===== src/rtl/sevenseg_595_scan.sv =====
// Multiplexed 7-segment scanner for chained 74HC595 Pmods (digit-select byte, then segment byte).
// Double-buffered display data is swapped in only at frame boundaries so a frame never tears.
module sevenseg_595_scan #(
  parameter int NUM_DIGITS     = 8,
  parameter int CLK_DIV        = 6250,
  parameter bit DIG_ACTIVE_LOW = 1'b1
) (
  input  logic                    clk,
  input  logic                    rst,
  input  logic [4*NUM_DIGITS-1:0] value,
  input  logic [8*NUM_DIGITS-1:0] raw_seg,
  input  logic [NUM_DIGITS-1:0]   dp,
  input  logic [NUM_DIGITS-1:0]   blank,
  input  logic                    raw_mode,
  input  logic                    load,
  output logic                    updated,
  output logic                    sclk,
  output logic                    rclk,
  output logic                    srclr_n,
  output logic                    sdata,
  output logic [2:0]              digit_idx
);

  localparam int             CNT_W      = (CLK_DIV > 2) ? $clog2(CLK_DIV) : 1;
  localparam logic [CNT_W-1:0] CNT_MAX  = CNT_W'(CLK_DIV - 1);
  localparam logic [2:0]     LAST_DIGIT = 3'(NUM_DIGITS - 1);

  typedef struct packed {
    logic [4*NUM_DIGITS-1:0] value;
    logic [8*NUM_DIGITS-1:0] raw_seg;
    logic [NUM_DIGITS-1:0]   dp;
    logic [NUM_DIGITS-1:0]   blank;
    logic                    raw_mode;
  } disp_t;

  // Power-up contents: every digit blanked so the display stays dark until a load.
  localparam disp_t RESET_DISP = '{value: '0, raw_seg: '0, dp: '0, blank: '1, raw_mode: 1'b0};

  typedef enum logic [1:0] {S_CLEAR, S_SHIFT, S_LATCH} state_t;

  state_t           state;
  logic [CNT_W-1:0] cnt;
  logic             tick;
  logic             phase;
  logic [3:0]       bit_idx;
  logic [15:0]      word_q;
  logic [15:0]      word_now;
  logic [7:0]       seg_now;
  logic [7:0]       dig_now;
  logic [3:0]       nib;
  logic [7:0]       raw_byte;
  logic             dp_bit;
  logic             blank_bit;
  disp_t            in_data;
  disp_t            pending_data;
  disp_t            shadow;
  logic             pending;

  assign tick    = (cnt == CNT_MAX);
  assign in_data = '{value: value, raw_seg: raw_seg, dp: dp, blank: blank, raw_mode: raw_mode};

  function automatic logic [7:0] font(input logic [3:0] n);
    case (n)
      4'h0:    font = 8'hFC;
      4'h1:    font = 8'h60;
      4'h2:    font = 8'hDA;
      4'h3:    font = 8'hF2;
      4'h4:    font = 8'h66;
      4'h5:    font = 8'hB6;
      4'h6:    font = 8'hBE;
      4'h7:    font = 8'hE0;
      4'h8:    font = 8'hFE;
      4'h9:    font = 8'hF6;
      4'hA:    font = 8'hEE;
      4'hB:    font = 8'h3E;
      4'hC:    font = 8'h9C;
      4'hD:    font = 8'h7A;
      4'hE:    font = 8'h9E;
      default: font = 8'h8E;
    endcase
  endfunction

  always_comb begin
    // NOTE: every signal gets a default before the loop so no path leaves one unassigned (no latch).
    nib       = '0;
    raw_byte  = '0;
    dp_bit    = 1'b0;
    blank_bit = 1'b0;
    for (int i = 0; i < NUM_DIGITS; i++) begin
      if (digit_idx == 3'(i)) begin
        nib       = shadow.value[4*i +: 4];
        raw_byte  = shadow.raw_seg[8*i +: 8];
        dp_bit    = shadow.dp[i];
        blank_bit = shadow.blank[i];
      end
    end
    if (blank_bit)            seg_now = 8'h00;
    else if (shadow.raw_mode) seg_now = raw_byte;
    else                      seg_now = font(nib) | {7'b0, dp_bit};
    dig_now = 8'b1 << digit_idx;
    if (DIG_ACTIVE_LOW) dig_now = ~dig_now;
    word_now = {dig_now, seg_now};
  end

  // NOTE: pending_data has no reset; it is only ever consumed while pending is set.
  always_ff @(posedge clk) begin
    if (load) pending_data <= in_data;
  end

  // NOTE: all state uses non-blocking assignments so later statements see pre-edge values.
  always_ff @(posedge clk) begin
    if (rst) begin
      cnt       <= '0;
      state     <= S_CLEAR;
      phase     <= 1'b0;
      bit_idx   <= 4'd15;
      word_q    <= '0;
      sclk      <= 1'b0;
      rclk      <= 1'b0;
      sdata     <= 1'b0;
      srclr_n   <= 1'b0;
      updated   <= 1'b0;
      digit_idx <= '0;
      shadow    <= RESET_DISP;
      pending   <= 1'b0;
    end else begin
      updated <= 1'b0;
      cnt     <= tick ? '0 : cnt + 1'b1;
      if (load) pending <= 1'b1;
      if (tick) begin
        unique case (state)
          S_CLEAR: begin
            phase <= ~phase;
            if (phase) begin
              srclr_n   <= 1'b1;
              state     <= S_SHIFT;
              bit_idx   <= 4'd15;
              digit_idx <= '0;
              phase     <= 1'b0;
            end
          end
          S_SHIFT: begin
            if (!phase) begin
              sclk  <= 1'b0;
              phase <= 1'b1;
              // The slot's word is frozen on its first bit; later bits replay the held copy.
              if (bit_idx == 4'd15) begin
                word_q <= word_now;
                sdata  <= word_now[15];
              end else begin
                sdata  <= word_q[bit_idx];
              end
            end else begin
              sclk  <= 1'b1;
              phase <= 1'b0;
              if (bit_idx == 4'd0) state   <= S_LATCH;
              else                 bit_idx <= bit_idx - 4'd1;
            end
          end
          S_LATCH: begin
            if (!phase) begin
              sclk  <= 1'b0;
              rclk  <= 1'b1;
              phase <= 1'b1;
            end else begin
              rclk    <= 1'b0;
              phase   <= 1'b0;
              bit_idx <= 4'd15;
              state   <= S_SHIFT;
              if (digit_idx == LAST_DIGIT) begin
                digit_idx <= '0;
                // Frame boundary: a load arriving on this very cycle wins over older pending data.
                if (pending || load) begin
                  shadow  <= load ? in_data : pending_data;
                  updated <= 1'b1;
                  pending <= 1'b0;
                end
              end else begin
                digit_idx <= digit_idx + 3'd1;
              end
            end
          end
          default: state <= S_CLEAR;
        endcase
      end
    end
  end

endmodule


===== config.mk =====
export PLATFORM = sky130hd
export DESIGN_NAME = sevenseg_595_scan
export DESIGN_NICKNAME = d
export VERILOG_FILES = /design/src/rtl/sevenseg_595_scan.sv
export SDC_FILE = /design/constraint.sdc
export NUM_CORES = 1
export LEC_CHECK = 0
export ABC_AREA = 1
export BUFFER_PORTS_ARGS = -buffer_cell sky130_fd_sc_hd__buf_4
export CORE_UTILIZATION = 60
export CTS_BUF_LIST = sky130_fd_sc_hd__clkbuf_8
export CTS_CLUSTER_SIZE = 12
export DETAILED_ROUTE_END_ITERATION = 12
export GPL_ROUTABILITY_DRIVEN = 0
export GPL_TIMING_DRIVEN = 0
export MAX_ROUTING_LAYER = met4
export PLACE_DENSITY = 0.81
export SETUP_SLACK_MARGIN = 0.02
export SYNTH_ARGS = -nofsm -noshare
export SYNTH_HDL_FRONTEND = slang
export SYNTH_SLANG_ARGS = --single-unit

===== constraint.sdc =====
create_clock -name clk -period 3.2 [get_ports clk]
set_clock_uncertainty 0.15 [all_clocks]
set_input_delay 0.96 -clock clk [delete_from_list [all_inputs] [get_ports clk]]
set_output_delay 0.96 -clock clk [all_outputs]
set_load 0.005 [all_outputs]

# Word level (Yosys, flattened, before mapping)
# Memory sizes are Yosys's and may differ from the RTL's.
# Index checks and enable logic that the tools add are counted.
word_totals:
  regBits: 271
  rom_bits: 112
  input_bits: 116
  out_inout_bits: 8
  elab_cells: 139
  n_memories: 1
op_classes:
  n_addsub: 3
  n_lt_le_gt_ge: 1
  n_eq_ne: 18
  n_shift: 1
  mux: 65
  bitwise: 6
  reduce_logical: 22
memory_table:
  columns: ["name", "depth", "width", "rd", "rd_clocked_by_memory_dff", "write_ports", "line_no", "source"]
  rows:
  - ["(name not given)", 16, 7, 1, 0, 0, "63", "case (n)"]
ops:
  columns: ["cell", "n"]
  rows:
  - ["$mux W113", 1]
  - ["$mux W8", 12]
  - ["$mux W4", 11]
  - ["$mux W1", 29]
  - ["$add A13 B1 Y13 const B", 1]
  - ["$eq A13 B13 Y1 const B", 1]
  - ["$eq A3 B3 Y1 const B", 4]
  - ["$ne A2 B2 Y1 const B", 6]
  - ["$reduce_and A4 Y1", 3]
  - ["$reduce_and A5 Y1", 2]
  - ["$mux W3", 3]
  - ["$reduce_and A3 Y1", 3]
  - ["$not A8 Y8", 1]
  - ["$or A8 B1 Y8", 1]
  - ["$pmux W4 S2", 1]
  - ["$reduce_bool A2 Y1", 4]
  - ["$shl A1 B3 Y8 const A", 1]
  - ["$eq A3 B2 Y1 const B", 2]
  - ["$mux W2", 3]
  - ["$pmux W3 S2", 1]
  - ["$reduce_or A2 Y1", 3]
  - ["$lt A4 B5 Y1 const B", 1]
  - ["$reduce_or A5 Y1", 1]
  - ["$bmux W1 S4", 1]
  - ["15 further kinds", 20]

# Longest topological paths before layout
# An unclocked memory read counts as a cell.
logic_depth:
  ltp_word: 15
  depth_mapped: 21
  mapped_depth_nobuf: 21

# Worst setup path before layout
# Ideal clock, no wire load.
synth_path:
  path_type: "reg-to-reg"
  start: "register digit_idx[0]"
  end: "register word_q[6]"
  setup_ps: 134
  t_arrival_ps: 2325
  required_ps: 2916
  path_slack_ps: 591
  path_stages_with_launch: 22
  path_buffers: 1
  period_less_slack_ps: 2609
  path_cell_list: "dfxtp_1 inv_1 ha_1 nand2_4 inv_1 buf_4 nand2_1 nand3_1 nand3_1 nand2_1 nand2_1 nand2_1 nand2_1 inv_1 ha_1 or2_1 nand2_1 nand2_1 nand2_1 nand2_1 nand2_1 a21oi_1"
synth_between:
  elab_chain_len: 15
  word_cells_on_any_way: 38
  cone_classes: "7 x eq/ne; 28 x mux; 1 x bitwise; 1 x reduce/logical; 1 x memory"
synth_rtl:
  columns: ["element", "line_no", "source"]
  rows:
  - ["from (decl)", "21", "output logic [2:0] digit_idx"]
  - ["from (signal assigned)", "179", "digit_idx <= digit_idx + 3'd1;"]
  - ["$logic_not A3 Y1", "90", "if (digit_idx == 3'(i)) begin"]
  - ["$mux W4 (8 in series)", "90", null]
  - ["$mem_v2 Z16 W7", null, null]
  - ["$mux W8", "98", "else if (shadow.raw_mode) seg_now = raw_byte;"]
  - ["$mux W8", "97", "if (blank_bit) seg_now = 8'h00;"]
  - ["$or A8 B1 Y8", "99", "else seg_now = font(nib) | {7'b0, dp_bit};"]
  - ["$mux W8", "98", null]
  - ["$mux W8 *", "97", null]
  - ["to (signal assigned)", "148", "word_q <= word_now;"]
  - ["to (decl)", "46", "logic [15:0] word_q;"]
# Every way passes the cells marked *; elsewhere a longest branch is shown, timed or not. The select of a mux whose other input is x is not followed.
# A chain may end at the register's enable or synchronous reset.

# Final worst setup path
# Ends and elaborated chain as after synthesis.

==> results.md <==
- Syn_area_per_cell: between 7 and 8 µm²
- IO Count: around 120
- DR vias: approximately 9900
- Ys async rst share: 0%
- Comb pwr share: around 6.2%
- CTS Buf Count: 43
- Worst min path class: flip-flop to flip-flop
- Crit end category: flip-flop
- Initial antenna violation count: 0
- Tcrit/Tclk final: roughly 92%
- DP HPWL: slightly above 20 mm
- DR iter-0 viols: about 640
- Drt first pass iters: 5
- Grt ovf: 0
- Die Width: ~140 µm
- Ys flop type: dfxtp_1
- Antenna Nets Post-Route: 0
- TNS Setup: 0 ns
- Critical path type: flip-flop to flip-flop
- Sequential share of power: approximately half
- Initial core utilization: between 60% and 70%
- Filler cells: between 1000 and 1500
- Routed wire per std cell: about 15 µm
- Vias in the first global route: 9700
- Hold Vio Cnt, Final: 0
- Maxcap violations: 0
- Buffer and inverter count on the worst path: 4
- Ant diodes: 0
- Number of synthesized flops with an enable pin: 0
- Sequential area share after synthesis: about 47%
- Drt total wl: between 20 and 30 mm
- CP max FO: 10
- Share of the synthesized area in the top cell type: a little under half
- Pin count of the biggest net entering global routing: 12
- Syn Nets: around 1600
- Switch share: 22.7%
- Multi-input gate area: 0.00485 mm²
- Root buf cell: clkbuf_8
- Area after DPL: about 0.013 mm²
- Core Region: roughly 0.019 mm²
- Yosys warnings: 0
- Vias/cell: between 5 and 6
- CTS tree: built
- Crit-path leading delay family: simple AND/OR/NAND/NOR gates
- Power density cells: roughly 510 mW/mm²
- Synth-to-layout area growth: 18.6%
- Minimum clock period: approximately 2.9 ns
- Largest cells by area after synthesis: dfxtp_1, mux2i_1, inv_1, nand2_1, o21ai_0
- Final setup fails: 0
- Worst path max stage delay: 0.40 ns
- Slew Limit Fails: 0
- Port Buffers: ~120
- Worst-Margin Slew: a little under 0.8 ns
- P_leak: 6.37 nW
- Synth Register Bits: between 200 and 300
- Mapped Cells: 1460
- Int Pwr: 5.34 mW
- Worst-path cell chain: inv_1, ha_1, nand2_4, inv_1, buf_4, nand2_1, nand3_1, nand3_1, nand2_1, nand2_1, nand2_1, nand2_2, inv_1, ha_1, or2_1, nand2_1, nand2_1, nand2_1, nand2_1, nand2_1, a21oi_1
- Post-Syn Area: between 0.01 and 0.015 mm²
- Net load switching power: 1.56 mW
- Yosys cell types: 44
- Maximum VDD drop: between 0.3 and 0.4 mV
- CP required: 3.46 ns
- Post-CTS Hold Buffers: 0
- H-tree Lvls: 2
- GRT Total Usage: about 30%
- Final nets: approximately 1800
- Die footprint: between 0.015 and 0.02 mm²
- Crit start category: flip-flop
- CP max-delay cell: dfxtp_2
- Area leader, netlist: dfxtp_1
- Post-route DRC: 0
- Status: complete, no violations
- Finished Cell Area: ~0.014 mm²
- Clock sink count: approximately 270
- Slew headroom: between 40% and 50%
- Die Y: ~140 µm
- Synth top cells by count: dfxtp_1, inv_1, nand2_1
- Max Clk Rate: around 340 MHz
- Storage cell area: 0.00543 mm²
- Worst-path clk slew: around 0.060 ns
- Worst-Skew Late Latency: about 0.54 ns
- RSZ-0062 raised after global routing: no
- Row count: 50
- Critical path arrival: approximately 3.2 ns
- Critical path's most frequent cell: nand2_1
- First-pass GRT wire length: around 45 mm
- Clk pwr share: a little over two fifths
- Max clock buf depth: 3
- Share of layout cells above drive strength 1: around 15%
- Cell with the most instances after synthesis: dfxtp_1
[per-layer routing]
metal / track usage (%) / routed length (µm) / vias to the layer above
li1: - / - / 4998
met1: 36.3 / 12700 / 4566
met2: 49.2 / 12700 / 319
met3: 4.65 / 1710 / 64
met4: 10.5 / 883 / 0
met5: - / 0 / -
[registers in the layout (all words and copies together), names as in the netlist]
| name | flops |
|---|---|
| word_q | 16 |
| state | 2 |
| updated | 1 |
| rclk | 1 |
| pending_data | 113 |
| pending | 1 |
| digit_idx | 3 |
| phase | 1 |
| bit_idx | 4 |
| sclk | 1 |
| cnt | 13 |
| srclr_n | 1 |
| shadow | 113 |
| sdata | 1 |
[placed cells by master, fill, tap and decap left out, types with 3 or more instances in the layout]
cell type / Yosys / final
a211oi_1: 9 / 9
a21oi_1: 115 / 115
a31oi_1: 3 / 3
buf_2: 18 / 18
buf_4: 2 / 129
buf_6: 8 / 8
clkbuf_1: 46 / 44
clkbuf_8: 0 / 55
clkinvlp_4: 0 / 4
dfxtp_1: 271 / 270
ha_1: 20 / 17
inv_1: 232 / 240
inv_2: 3 / 3
mux2i_1: 101 / 101
nand2_1: 231 / 228
nand2_2: 2 / 4
nand3_1: 62 / 62
nand3_2: 4 / 4
nand4_1: 8 / 8
nor2_1: 119 / 117
nor2_4: 2 / 4
nor3_1: 5 / 5
o211ai_1: 12 / 12
o21ai_0: 153 / 153
o21ai_1: 5 / 5
o21bai_1: 3 / 3
or2_2: 3 / 3
[final timing paths]
kind / from / to / slack [ns] / depth (start not counted)
hold reg to reg: pending_data[5] / pending_data[5] / 0.29 / 2
setup reg to reg: digit_idx[0] / word_q[6] / 0.25 / 21
hold / removal: pending_data[5] / pending_data[5] / 0.29 / 2
setup / recovery: digit_idx[0] / word_q[6] / 0.25 / 21
[cell families (layout without fill, tap and decap cells)]
logic type / after synthesis / count (layout) / share of synthesized area [%]
simple gates: 443 / 443 / 16.2
buf+inv: 312 / 507 / 11.0
compound gates: 310 / 310 / 14.4
flops: 271 / 271 / 47.2
mux: 101 / 101 / 8.79
fa+ha+maj: 20 / 20 / 2.18
xor+xnor: 3 / 3 / 0.229
[power groups by stage]
| stage | logic (mW) | clock network [mW] | registers, mW |
|---|---|---|---|
| floorplan | 0.246 | 0 | 3.63 |
| global placement | 0.412 | 0 | 3.63 |
| detailed placement | 0.427 | 0 | 3.64 |
| CTS | 0.432 | 2.93 | 3.57 |
| global route | 0.478 | 3.09 | 3.58 |
| finish | 0.431 | 2.90 | 3.57 |
[cell type report]
type	instances	share of cell area [%]
well taps	234	2.15
inverters	237	6.55
clock buffers	55	5.55
clock inverters	14	0.679
repair buffers	127	6.99
plain buffers	74	2.71
flip-flops and latches	271	39.8
multi-input cells	877	35.6
[tightest hold or removal path, stage by stage, from the launching register on]
cell	delay, ns
dfxtp_1	0.30
nand2_1	0.04
nand2_1	0.06
[through the flow]
stage	hold WS [ns]	power, mW	setup WS [ns]	instances	util (%)
finish	0.295	6.90	0.252	1889	72.7
global route	0.316	7.15	0.0114	1889	72.7
CTS	0.299	6.93	0.0771	1884	72.2
detailed placement	0.283	4.07	-0.174	1815	67.7
global placement	0.279	4.05	-0.193	1815	67.7
floorplan	0.261	3.87	0.591	1460	-
[timing repair]
item                       4_1_cts  5_1_grt
setup buffers                    0        6
resized for setup                1       15
setup endpoints to repair        2        5
pin swaps                        0        2
gates cloned                     0        0
No activity file was read; power rests on OpenSTA's default activity.
